===== config.mk =====
export PLATFORM = sky130hd
export DESIGN_NAME = victim_cache
export DESIGN_NICKNAME = d
export VERILOG_FILES = /design/src/rtl/victim_cache.sv
export SDC_FILE = /design/constraint.sdc
export NUM_CORES = 1
export LEC_CHECK = 0
export ABC_AREA = 1
export ABC_CLOCK_PERIOD_IN_PS = 31700
export BUFFER_PORTS_ARGS = -buffer_cell sky130_fd_sc_hd__buf_2
export CELL_PAD_IN_SITES_DETAIL_PLACEMENT = 0
export CELL_PAD_IN_SITES_GLOBAL_PLACEMENT = 1
export CORE_MARGIN = 2
export CORE_UTILIZATION = 47
export CTS_CLUSTER_DIAMETER = 80
export CTS_CLUSTER_SIZE = 12
export DETAILED_ROUTE_END_ITERATION = 8
export MAX_ROUTING_LAYER = met4
export PLACE_DENSITY = 0.87
export SLEW_MARGIN = 20
export SYNTH_ARGS = -nofsm -noshare
export SYNTH_HDL_FRONTEND = slang
export SYNTH_SLANG_ARGS = --single-unit

===== constraint.sdc =====
create_clock -name clk -period 31.7 [get_ports clk]
set_input_delay 3.17 -clock clk [delete_from_list [all_inputs] [get_ports clk]]
set_output_delay 3.17 -clock clk [all_outputs]
set_load 0.02 [all_outputs]

===== src/rtl/victim_cache.sv =====
// rtl/victim_cache.sv - four-entry fully associative write-back victim cache between L2 and physical memory
module victim_cache (
    input  logic         clk,
    input  logic         rst,
    input  logic [15:0]  mem_address,
    input  logic [127:0] mem_wdata,
    input  logic         mem_write,
    input  logic         mem_read,
    output logic         mem_resp,
    output logic [127:0] mem_rdata,
    output logic         pmem_read,
    output logic         pmem_write,
    output logic [15:0]  pmem_address,
    output logic [127:0] pmem_wdata,
    input  logic [127:0] pmem_rdata,
    input  logic         pmem_resp
);
    typedef enum logic [1:0] {S_IDLE, S_RESP, S_FETCH, S_WB} state_t;

    state_t       r_state;
    state_t       w_next_state;

    logic         r_valid [4];
    logic         r_dirty [4];
    logic [11:0]  r_tag   [4];
    logic [127:0] r_data  [4];
    logic [1:0]   r_age   [4];
    logic [127:0] r_buf;
    logic [1:0]   r_way;

    logic [11:0]  w_tag;
    logic         w_unused_addr;
    logic         w_hit;
    logic [1:0]   w_hit_way;
    logic         w_free;
    logic [1:0]   w_free_way;
    logic [1:0]   w_lru_way;
    logic [1:0]   w_repl_way;

    logic         w_upd_en;
    logic [1:0]   w_upd_way;
    logic         w_touch_en;
    logic [1:0]   w_touch_way;
    logic         w_buf_en;
    logic [127:0] w_buf_data;
    logic         w_way_en;

    assign w_tag         = mem_address[15:4];
    assign w_unused_addr = ^mem_address[3:0];

    // Downward scan so the lowest-index invalid entry wins.
    always_comb begin
        w_hit      = 1'b0;
        w_hit_way  = 2'd0;
        w_free     = 1'b0;
        w_free_way = 2'd0;
        w_lru_way  = 2'd0;
        for (int i = 3; i >= 0; i--) begin
            if (r_valid[i] && (r_tag[i] == w_tag)) begin
                w_hit     = 1'b1;
                w_hit_way = 2'(i);
            end
            if (!r_valid[i]) begin
                w_free     = 1'b1;
                w_free_way = 2'(i);
            end
            if (r_age[i] == 2'd3) begin
                w_lru_way = 2'(i);
            end
        end
    end

    assign w_repl_way = w_free ? w_free_way : w_lru_way;

    always_comb begin
        w_next_state = r_state;
        w_upd_en     = 1'b0;
        w_upd_way    = w_hit_way;
        w_touch_en   = 1'b0;
        w_touch_way  = w_hit_way;
        w_buf_en     = 1'b0;
        w_buf_data   = r_data[w_hit_way];
        w_way_en     = 1'b0;
        case (r_state)
            S_IDLE: begin
                if (mem_write) begin
                    if (w_hit) begin
                        w_upd_en     = 1'b1;
                        w_touch_en   = 1'b1;
                        w_next_state = S_RESP;
                    end else if (w_free || !r_dirty[w_lru_way]) begin
                        // Clean victims are simply overwritten without a write-back.
                        w_upd_en     = 1'b1;
                        w_upd_way    = w_repl_way;
                        w_touch_en   = 1'b1;
                        w_touch_way  = w_repl_way;
                        w_next_state = S_RESP;
                    end else begin
                        w_way_en     = 1'b1;
                        w_next_state = S_WB;
                    end
                end else if (mem_read) begin
                    if (w_hit) begin
                        w_buf_en     = 1'b1;
                        w_touch_en   = 1'b1;
                        w_next_state = S_RESP;
                    end else begin
                        w_next_state = S_FETCH;
                    end
                end
            end
            S_FETCH: begin
                if (pmem_resp) begin
                    w_buf_en     = 1'b1;
                    w_buf_data   = pmem_rdata;
                    w_next_state = S_RESP;
                end
            end
            S_WB: begin
                if (pmem_resp) begin
                    w_upd_en     = 1'b1;
                    w_upd_way    = r_way;
                    w_touch_en   = 1'b1;
                    w_touch_way  = r_way;
                    w_next_state = S_RESP;
                end
            end
            S_RESP: begin
                w_next_state = S_IDLE;
            end
            default: begin
                w_next_state = S_IDLE;
            end
        endcase
    end

    always_ff @(posedge clk) begin
        if (rst) begin
            r_state <= S_IDLE;
            r_buf   <= '0;
            r_way   <= 2'd0;
            for (int i = 0; i < 4; i++) begin
                r_valid[i] <= 1'b0;
                r_dirty[i] <= 1'b0;
                r_tag[i]   <= '0;
                r_data[i]  <= '0;
                r_age[i]   <= 2'(i);
            end
        end else begin
            r_state <= w_next_state;
            if (w_buf_en) begin
                r_buf <= w_buf_data;
            end
            if (w_way_en) begin
                r_way <= w_lru_way;
            end
            for (int i = 0; i < 4; i++) begin
                if (w_upd_en && (w_upd_way == 2'(i))) begin
                    r_valid[i] <= 1'b1;
                    r_dirty[i] <= 1'b1;
                    r_tag[i]   <= w_tag;
                    r_data[i]  <= mem_wdata;
                end
                // Ages stay a permutation: only entries younger than the touched one age.
                if (w_touch_en) begin
                    if (w_touch_way == 2'(i)) begin
                        r_age[i] <= 2'd0;
                    end else if (r_age[i] < r_age[w_touch_way]) begin
                        r_age[i] <= r_age[i] + 2'd1;
                    end
                end
            end
        end
    end

    assign mem_resp     = (r_state == S_RESP);
    assign mem_rdata    = r_buf;
    assign pmem_read    = (r_state == S_FETCH);
    assign pmem_write   = (r_state == S_WB);
    assign pmem_address = (r_state == S_FETCH) ? {w_tag, 4'b0000} :
                          (r_state == S_WB)    ? {r_tag[r_way], 4'b0000} : 16'h0000;
    assign pmem_wdata   = (r_state == S_WB) ? r_data[r_way] : '0;

endmodule


Word level (Yosys, flattened, before mapping)
Memories as Yosys holds them, arrays and structs flattened. A register that Yosys moved wholly into a read port is not among the register bits. Index checks and enable logic that the tools add are counted.

RAM bits: 576. ROM bits: 0. Memories kept: 5. Input bits: 277. Bits in registers: 132. Bits in latches: 0.

Magnitude comparators: 4. Muxes and demuxes: 131. Divide/modulo/power cells: 0. Shift-type cells: 0. Reductions and logical operators: 14. Add/subtract/negate cells: 4. Bitwise operators: 24. Equal/unequal tests: 16. Multipliers: 0.

Memories: r_data (depth 4, bits a word 128, rd ports 2, clocked after memory_dff 1, wr ports 4, RTL line 26) `logic [127:0] r_data [4];`; r_tag (depth 4, bits a word 12, rd ports 5, clocked after memory_dff 1, wr ports 4, RTL line 25) `logic [11:0] r_tag [4];`; r_age (depth 4, bits a word 2, rd ports 5, clocked after memory_dff 0, wr ports 4, RTL line 27) `logic [1:0] r_age [4];`; r_dirty (depth 4, bits a word 1, rd ports 1, clocked after memory_dff 0, wr ports 4, RTL line 24) `logic r_dirty [4];`; r_valid (depth 4, bits a word 1, rd ports 4, clocked after memory_dff 0, wr ports 4, RTL line 23) `logic r_valid [4];`.

Operators by type and width (count): two-way mux 128 bit (7); two-way mux 1 bit (78); two-way mux 2 bit (35); equality test 12 bit (4); two-way mux 12 bit (4); two-way mux 16 bit (2); bitwise OR 1 bit (24); equality test 2 bit, second input constant (8); adder 2 x 1 -> 2 bit, second input constant (4); logical AND 1 bit (8); < comparator 2 bit (4); case mux 1 bit (2 select lines) (3); case mux 2 bit (3 select lines) (1); equality test 2 x 1 -> 1 bit, second input constant (2); logical NOT 2 bit (2); case mux 2 bit (2 select lines) (1); != test 3 bit, second input constant (1); != test 2 x 1 -> 1 bit, second input constant (1); AND reduction 2 bit (1); OR reduction 2 bit (1); logical NOT 1 bit (1); logical OR 1 bit (1).

Depth between registers and ports, before layout
Gate-level depths: netlist (run 1). An unclocked memory read counts as a cell.

Depth in word-level cells: 20. Depth in mapped cells: 23. Gate-level depth less buffers: 22.

Worst setup path before layout (run 1)
No wires, ideal clock.

Path type: input -> register. From: input mem_address[15]. To: memory r_data[0][0] (enable). Slack: 16.248 ns. Data arrival time: 14.608 ns. Data required time: 30.856 ns. Cell stages on the path: 13. Library setup time: 0.844 ns. Path buffers: 1. Path through: buf_2 inv_2 nor2_1 nor2_1 nand3_1 nor2_1 nand2_1 nand2_1 nor2_4 nand3_1 nand3_4 nand2_4 o31ai_1.

RTL lines: start, declared (RTL line 5) `input logic [15:0] mem_address,`; end, declared (RTL line 26).

==> summary.txt, run 1 <==
Run status
  – Outcome: complete, no violations

CTS
  – CTS sink count: 709
  – Setup Fix Bufs, Post-CTS: 0
  – PostCTS Resize Cnt: 0
  – Clk slew on worst S/H paths: about 0.06 ns
  – CTS Root Cell: clkbuf_16
  – Hold buffer count at cts: 0
  – CTS buffer count: 70
  – Clock Path Buffers: 3
  – H-tree depth: 3
  – Clock Latency Late Sink: 0.61 ns
  – TritonCTS clock tree: done

Synth
  – Number of synthesized flops with an enable pin: 569
  – Main synth FF type: edfxtp_1
  – Ys Warns: 0
  – Post-synthesis instance total: 4,250
  – Post-synth top area share: 46.5%
  – Sequential fraction of the synthesis area: between 50% and 60%
  – Post-Syn Area per Cell: 8.65 sq um
  – Post-synth ARST share: 0%
  – Top cells by count, synth: nand2_1, edfxtp_1, nor2_1, inv_1, o211ai_1
  – Register bit count reported by yosys: 709
  – Mapped cell area: 36,800 sq um
  – Largest area contributor in the netlist: edfxtp_1
  – Synth area leaders: edfxtp_1, o211ai_1, dfxtp_1
  – Count leader, synth: nand2_1
  – Post-synth cell types: 45

Timing
  – Tcrit/Tclk final: 23.5%
  – Unrepaired setup endpoints after global routing: no
  – Final TNS setup: 0 ns
  – Max Freq: between 100 and 150 MHz
  – Max_slew headroom: 22.9%
  – Slew Limit Fails: 0
  – Fin Clk Skew: 0.0263 ns
  – Least-Margin Pin Slew: 1.16 ns
  – Fin Hold WS: 0.484 ns
  – Minimum clock period: 7.44 ns
  – Count of final setup violators: 0
  – Final WS setup: 24.26 ns
  – Hold Vio Cnt, Final: 0

Layout
  – Fillers: 7,155
  – Area growth, synth to finish: 13.5%
  – Nets: 4,855
  – Layout cells sized above 1: 17.4%
  – Non-filler cells, final: 5,674

Worst setup path
  – Worst Path Max Fanout: 60
  – Critical Path End Type: flop
  – Crit path DAT: approximately 7.7 ns
  – CP required: 31.91 ns
  – Slowest cell on the critical path: buf_4
  – Slowest cell delay on critical path: 0.79 ns
  – Crit path top cell by count: nand2_1
  – Crit start category: primary input
  – Worst Setup Path Type: in -> reg
  – Crit-path cells: buf_2 -> inv_2 -> nand2_1 -> nand2_1 -> nor2_1 -> nand2_1 -> nor2_1 -> nand2_1 -> nand3_4 -> buf_4 -> o21ai_1 -> a21o_2 -> a21oi_2 -> nand2_1 -> nand2_4 -> buf_4

Detailed routing
  – Drt drc: 0
  – Vias per Instance: 5.58
  – Via count: between 30,000 and 40,000
  – Post-route ant nets: 0
  – Routed Wire Length: 113,000 microns
  – TritonRoute pass-1 iters: 6
  – Drt initial violations: 2,835
  – WL/cell: 20.0 microns

Floorplan
  – Die footprint: 80,500 sq um
  – Initial Utilization: 47.5%
  – Die width: 284 microns
  – Io pins: between 500 and 600
  – Core area: 77,500 sq um
  – Die height: roughly 280 microns
  – Row cnt: roughly 100

Placed design
  – DP Worst Slack: 23.71 ns
  – DP Cell Count: 5,536
  – Final RePlAce weighted congestion: 0.869
  – IO Port Bufs: 543
  – DP HPWL: 67,200 microns

Global route
  – Gr ovfl total: 0
  – Antenna violations before repair: 17
  – Largest net degree at the start of global routing: 273
  – Number of global-route vias before repair: 29,900
  – Tot GR Track Use: 28.2%
  – First-pass GRT wire length: 173,000 microns

Pwr
  – Pleak: 17.2 nW
  – Power Dens Cells: slightly above 50 nW/um^2
  – Worst VDD drop: 37.0 uV

Flow run
  – Max Cap Viol: 0

Hold path
  – Hold Path Class: reg -> reg
[path summary, 6_finish.rpt]
check	startpoint	end	slack [ns]	depth (start not counted)
setup / recovery	mem_address[10]	r_data[1][120]$_SDFFCE_PN0P_	24.26	16
hold reg to reg	r_dirty[1]$_DFF_P_	r_dirty[1]$_DFF_P_	0.48	2
setup reg to reg	r_tag[0][6]$_SDFFCE_PN0P_	r_data[1][120]$_SDFFCE_PN0P_	26.70	14
hold / removal	r_dirty[1]$_DFF_P_	r_dirty[1]$_DFF_P_	0.48	2
[cells by family (layout without fill, tap and decap cells)]
kind of cell	Yosys count	in the layout	synth area share, %
simple gates	1581	1581	17.7
compound gates	1124	1124	18.5
xor+xnor	5	5	0.119
other cells	1	18	0.0102
buf+inv	821	1188	9.23
fa+ha+maj	9	9	0.306
flops	709	709	54.1
[layer usage]
layer | wire length, microns | global-route usage [%] | vias up
li1 | - | - | 15200
met1 | 46400 | 35.4 | 15000
met2 | 55100 | 46.5 | 1260
met3 | 9080 | 4.52 | 188
met4 | 2890 | 9.14 | 0
met5 | 0 | - | -
[sequential cells by signal (all words and copies together), names as in the netlist, named ones only]
register   cells
r_tag         48
r_data       512
r_state        2
r_age          8
mem_rdata    128
r_dirty        3
r_way          2
r_valid        4
[power breakdown]
part / switching [W] / internal (W)
clock: 0.000360 / 0.000423
sequential: 0.0000264 / 0.00108
combinational: 0.000195 / 0.0000788
[cell usage in the layout, fill, tap and decap left out, types with 2 or more instances in the layout]
cell type and n:
a21oi_1 286, a31oi_1 129, buf_12 4, buf_2 543, buf_4 31, clkbuf_1 43, clkbuf_16 70, clkinv_1 2
clkinv_4 2, clkinvlp_4 2, conb_1 4, dfxtp_1 138, dfxtp_4 2, diode_2 14, edfxtp_1 569, ha_1 9
inv_1 464, inv_2 15, inv_4 4, inv_6 4, nand2_1 738, nand2_2 2, nand2_4 7, nand3_1 186
nand3_4 5, nand4_1 7, nor2_1 524, nor2_2 102, nor2_4 2, nor3_1 3, nor3b_1 2, o2111ai_1 5
o211ai_1 385, o21ai_0 302, o21ai_1 2, o22ai_1 8, xnor2_1 5
[final cells by class]
class	instances	area [sq um]	share of cell area [%]
repair buffers	579	3060	7.33
inverters	486	1840	4.41
flip-flops and latches	709	19900	47.7
clock inverters	10	109	0.261
multi-input cells	2723	13600	32.6
diodes	14	35.0	0.0839
well taps	1040	1300	3.12
clock buffers	113	1910	4.58
[critical path: cells and delay by family]
kind,cells,cell delay (ns)
buf+inv,4,1.80
simple gates,9,1.77
compound gates,3,0.76
[per-stage QoR]
step / area (sq um) / total power (W) / util, %
2_1_floorplan: 36800 / 0.00130 / -
3_3_place_gp: 39700 / 0.00139 / 51.2
3_5_place_dp: 39700 / 0.00139 / 51.2
4_1_cts: 41700 / 0.00217 / 53.8
5_1_grt: 41700 / 0.00224 / 53.9
6_report: 41700 / 0.00216 / 53.9
(Power assumes the default switching activity.)
==> run 2: changes to the inputs <==
--- a/config.mk
+++ b/config.mk
@@ -6,17 +6,17 @@
 export NUM_CORES = 1
 export LEC_CHECK = 0
 export ABC_AREA = 1
-export ABC_CLOCK_PERIOD_IN_PS = 31700
+export ABC_CLOCK_PERIOD_IN_PS = 7400
 export BUFFER_PORTS_ARGS = -buffer_cell sky130_fd_sc_hd__buf_2
 export CELL_PAD_IN_SITES_DETAIL_PLACEMENT = 0
 export CELL_PAD_IN_SITES_GLOBAL_PLACEMENT = 1
 export CORE_MARGIN = 2
-export CORE_UTILIZATION = 47
+export CORE_UTILIZATION = 44
 export CTS_CLUSTER_DIAMETER = 80
 export CTS_CLUSTER_SIZE = 12
 export DETAILED_ROUTE_END_ITERATION = 8
 export MAX_ROUTING_LAYER = met4
-export PLACE_DENSITY = 0.87
+export PLACE_DENSITY = 0.82
 export SLEW_MARGIN = 20
 export SYNTH_ARGS = -nofsm -noshare
 export SYNTH_HDL_FRONTEND = slang
==> constraint.sdc (replaced) <==
create_clock -name clk -period 7.4 [get_ports clk]
set_input_delay 0.74 -clock clk [delete_from_list [all_inputs] [get_ports clk]]
set_output_delay 0.74 -clock clk [all_outputs]
set_load 0.02 [all_outputs]
==> run 2 against run 1 <==
Sequential cell count is the same. Worst hold slack lost 0.087 ns. Wire length grew 0.96%. Clock-buffer cell count grew 5. Non-clock buffer count shrank 5. Via count shrank 1.2%. Sequential power grew to 4.3 times the previous value. Global-route usage shrank 1.5 points. Die area grew 6.7%. Register-to-register slack lost 23 ns. Highest routed layer unchanged.
==> summary.txt, run 2 (synthesized netlist as in run 1, its figures left out) <==
CTS
  – CTS buffer count: 70 (unchanged)
  – TritonCTS clock tree: done
  – Clk slew on worst S/H paths: 0.06 ns (about the same)
  – CTS sink count: 709 (unchanged)
  – Setup Fix Bufs, Post-CTS: 0 (unchanged)
  – PostCTS Resize Cnt: 0 (unchanged)
  – Clock Path Buffers: 3 (unchanged)
  – Hold buffer count at cts: 0 (unchanged)
  – Clock Latency Late Sink: 0.61 ns (about the same)
  – H-tree depth: 3 (unchanged)
  – CTS Root Cell: clkbuf_16

Pwr
  – Power Dens Cells: 221 nW/um^2 (+330%)
  – Tot Pwr: 0.00924 W (+330%)
  – Pleak: 17.2 nW (+0.12%)
  – Gate power share: 12.7% (about the same)
  – Worst VDD drop: 163 uV (+340%)
  – Clock group share of total power: 36.2% (about the same)
  – Switch share: 26.9% (about the same)
  – Sw power: 0.00249 W (+330%)
  – Share of power burned in registers: 51.1% (about the same)
  – Internal power: 0.00675 W (+330%)

Timing
  – Max Freq: 236 MHz
  – Tcrit/Tclk final: ~57%
  – Final WS setup: 3.16 ns (-21.09 ns)
  – Fin Clk Skew: 0.0303 ns (+0.00398 ns)
  – Slew Limit Fails: 0 (unchanged)
  – Minimum clock period: about 4.2 ns
  – Unrepaired setup endpoints after global routing: no
  – Count of final setup violators: 0 (unchanged)
  – Max_slew headroom: 10.7% (-12 points)
  – Final TNS setup: 0 ns (unchanged)
  – Hold Vio Cnt, Final: 0 (unchanged)
  – Least-Margin Pin Slew: 1.34 ns (+0.183 ns)

Detailed routing
  – Drt drc: 0 (unchanged)
  – Routed Wire Length: 115,000 microns (+0.96%)
  – Post-route ant nets: 0 (unchanged)
  – TritonRoute pass-1 iters: 5 (-1)
  – WL/cell: 20.0 microns (+0.16%)
  – Drt initial violations: 2,411 (-15%)
  – Vias per Instance: 5.47 (-2.0%)
  – Via count: 31,300 (-1.2%)

Run status
  – Outcome: complete, no violations

Layout
  – Multi-input gate area: 13,600 sq um (unchanged)
  – Biggest register: r_data
  – Commonest non-fill, non-tap cells in the layout: nand2_1, edfxtp_1, buf_2
  – Nets: 4,850 (-0.10%)
  – Max reg flops: 512 (unchanged)
  – Layout cells sized above 1: 17.3% (-0.097 points)
  – Reg area: 19,900 sq um (unchanged)
  – Most common cell after layout, fill and taps aside: nand2_1
  – Area growth, synth to finish: 13.9%
  – Fillers: 7,933 (+11%)

Floorplan
  – Die footprint: 85,900 sq um (+6.7%)
  – Die width: 293 microns (+3.3%)
  – Die height: 293 microns (+3.3%)
  – Io pins: 552 (unchanged)
  – Core area: 83,200 sq um (+7.3%)
  – Row cnt: 106 (+3.9%)
  – Initial Utilization: 44.2% (-3.2 points)

Worst setup path
  – Worst Setup Path Type: reg -> out
  – Slowest cell delay on critical path: 0.85 ns (+0.06 ns)
  – Worst reg2reg setup slack: 3.28 ns (-23.42 ns)
  – Slowest cell on the critical path: ha_1
  – Crit start category: flop
  – CP required: 6.66 ns (-25.25 ns)
  – CP startpoint: r_state[1]$_SDFFE_PP0P_
  – Critical Path End Type: primary output
  – Worst reg2reg endpoint: r_data[1][50]$_SDFFCE_PN0P_
  – RR Startpoint: r_age[2][0]$_SDFFCE_PN0P_
  – Crit-path cells: ha_1 -> inv_4 -> buf_4 -> a21oi_1 -> buf_2
  – CP bufs+invs: 3 (-1)
  – Worst Path Max Fanout: 61 (+1.7%)
  – Crit path DAT: 3.50 ns (-4.15 ns)
  – CP delay by family, top: buffers and inverters
  – FF-to-FF path depth: 16 (+2)

Global route
  – First-pass GRT wire length: 171,000 microns (-0.77%)
  – Antenna violations before repair: 21 (+4)
  – Gr ovfl total: 0 (unchanged)
  – Largest net degree at the start of global routing: 250 (-8.4%)
  – Tot GR Track Use: 26.7% (-1.5 points)
  – Number of global-route vias before repair: 29,700 (-0.88%)

Hold path
  – Hold Path Class: in -> reg
  – WHS Path Cells: 3 (+1)
  – Hold Path End: mem_rdata[64]$_SDFFE_PP0P_
  – Hold_sp: pmem_rdata[64]

Placed design
  – Final RePlAce weighted congestion: 0.870 (about the same)
  – IO Port Bufs: 543 (unchanged)
  – DP Worst Slack: 2.65 ns (-21.06 ns)
  – DP HPWL: 66,800 microns (-0.58%)

Flow run
  – Max Cap Viol: 0 (unchanged)
run 2: cell count changes in the layout (fill, tap and decap cells not counted):
cell / delta
buf_12: +9
buf_16: -1
buf_4: -13
bufinv_16: -1
clkbuf_1: +3
clkbuf_8: +2
clkinv_1: -1
clkinv_4: -2
clkinvlp_4: -2
diode_2: +8
inv_6: +1
inv_8: +2
run 2: metrics by stage:
step | instances | utilization (%) | area, sq um | hold slack, ns
floorplan | 4253 | - | 36800 | 0.451
global placement | 5572 | 47.9 | 39800 | 0.466
detailed placement | 5572 | 47.9 | 39800 | 0.470
CTS | 5697 | 50.3 | 41800 | 0.351
global route | 5718 | 50.3 | 41900 | 0.379
finish | 5719 | 50.4 | 41900 | 0.396
run 2: worst max-delay path by stage:
stage,slack (ns),end,cells after the start
after detailed placement,2.65,mem_rdata[119]$_SDFFE_PP0P_,15
after global placement,2.65,mem_rdata[119]$_SDFFE_PP0P_,15
after global routing,2.98,mem_rdata[119]$_SDFFE_PP0P_,15
after CTS,3.26,pmem_wdata[93],5
after floorplan,1.46,r_data[0][0]$_SDFFCE_PN0P_,13
final,3.16,pmem_wdata[93],5
run 2: per-layer routing:
layer | vias to the layer above | global-route usage [%] | share of wire, %
met4 | 0 | 8.98 | 2.5
met1 | 14800 | 32.7 | 41
met5 | - | - | 0
met3 | 164 | 4.98 | 8.0
li1 | 15200 | - | -
met2 | 1099 | 44.3 | 48
run 2: area by class of cell:
type | instances | share of cell area [%]
Sequential cell | 709 | 47.5
Multi-Input combinational cell | 2723 | 32.5
Timing Repair Buffer | 574 | 7.43
Clock buffer | 118 | 4.66
Inverter | 486 | 4.40
Tap cell | 1080 | 3.23
Clock inverter | 7 | 0.170
Antenna cell | 22 | 0.131
run 2: tightest hold or removal path, delay by kind of cell:
kind            cells  cell delay [ns]
buf+inv             1             0.09
compound gates      1             0.07
simple gates        1             0.05
run 2: power groups by stage:
stage / Sequential (W) / Combinational (W) / Clock, W
after floorplan: 0.00486 / 0.000668 / 0
after CTS: 0.00472 / 0.00118 / 0.00341
after detailed placement: 0.00480 / 0.00118 / 0
final: 0.00472 / 0.00117 / 0.00335
after global placement: 0.00479 / 0.00117 / 0
after global routing: 0.00475 / 0.00130 / 0.00355
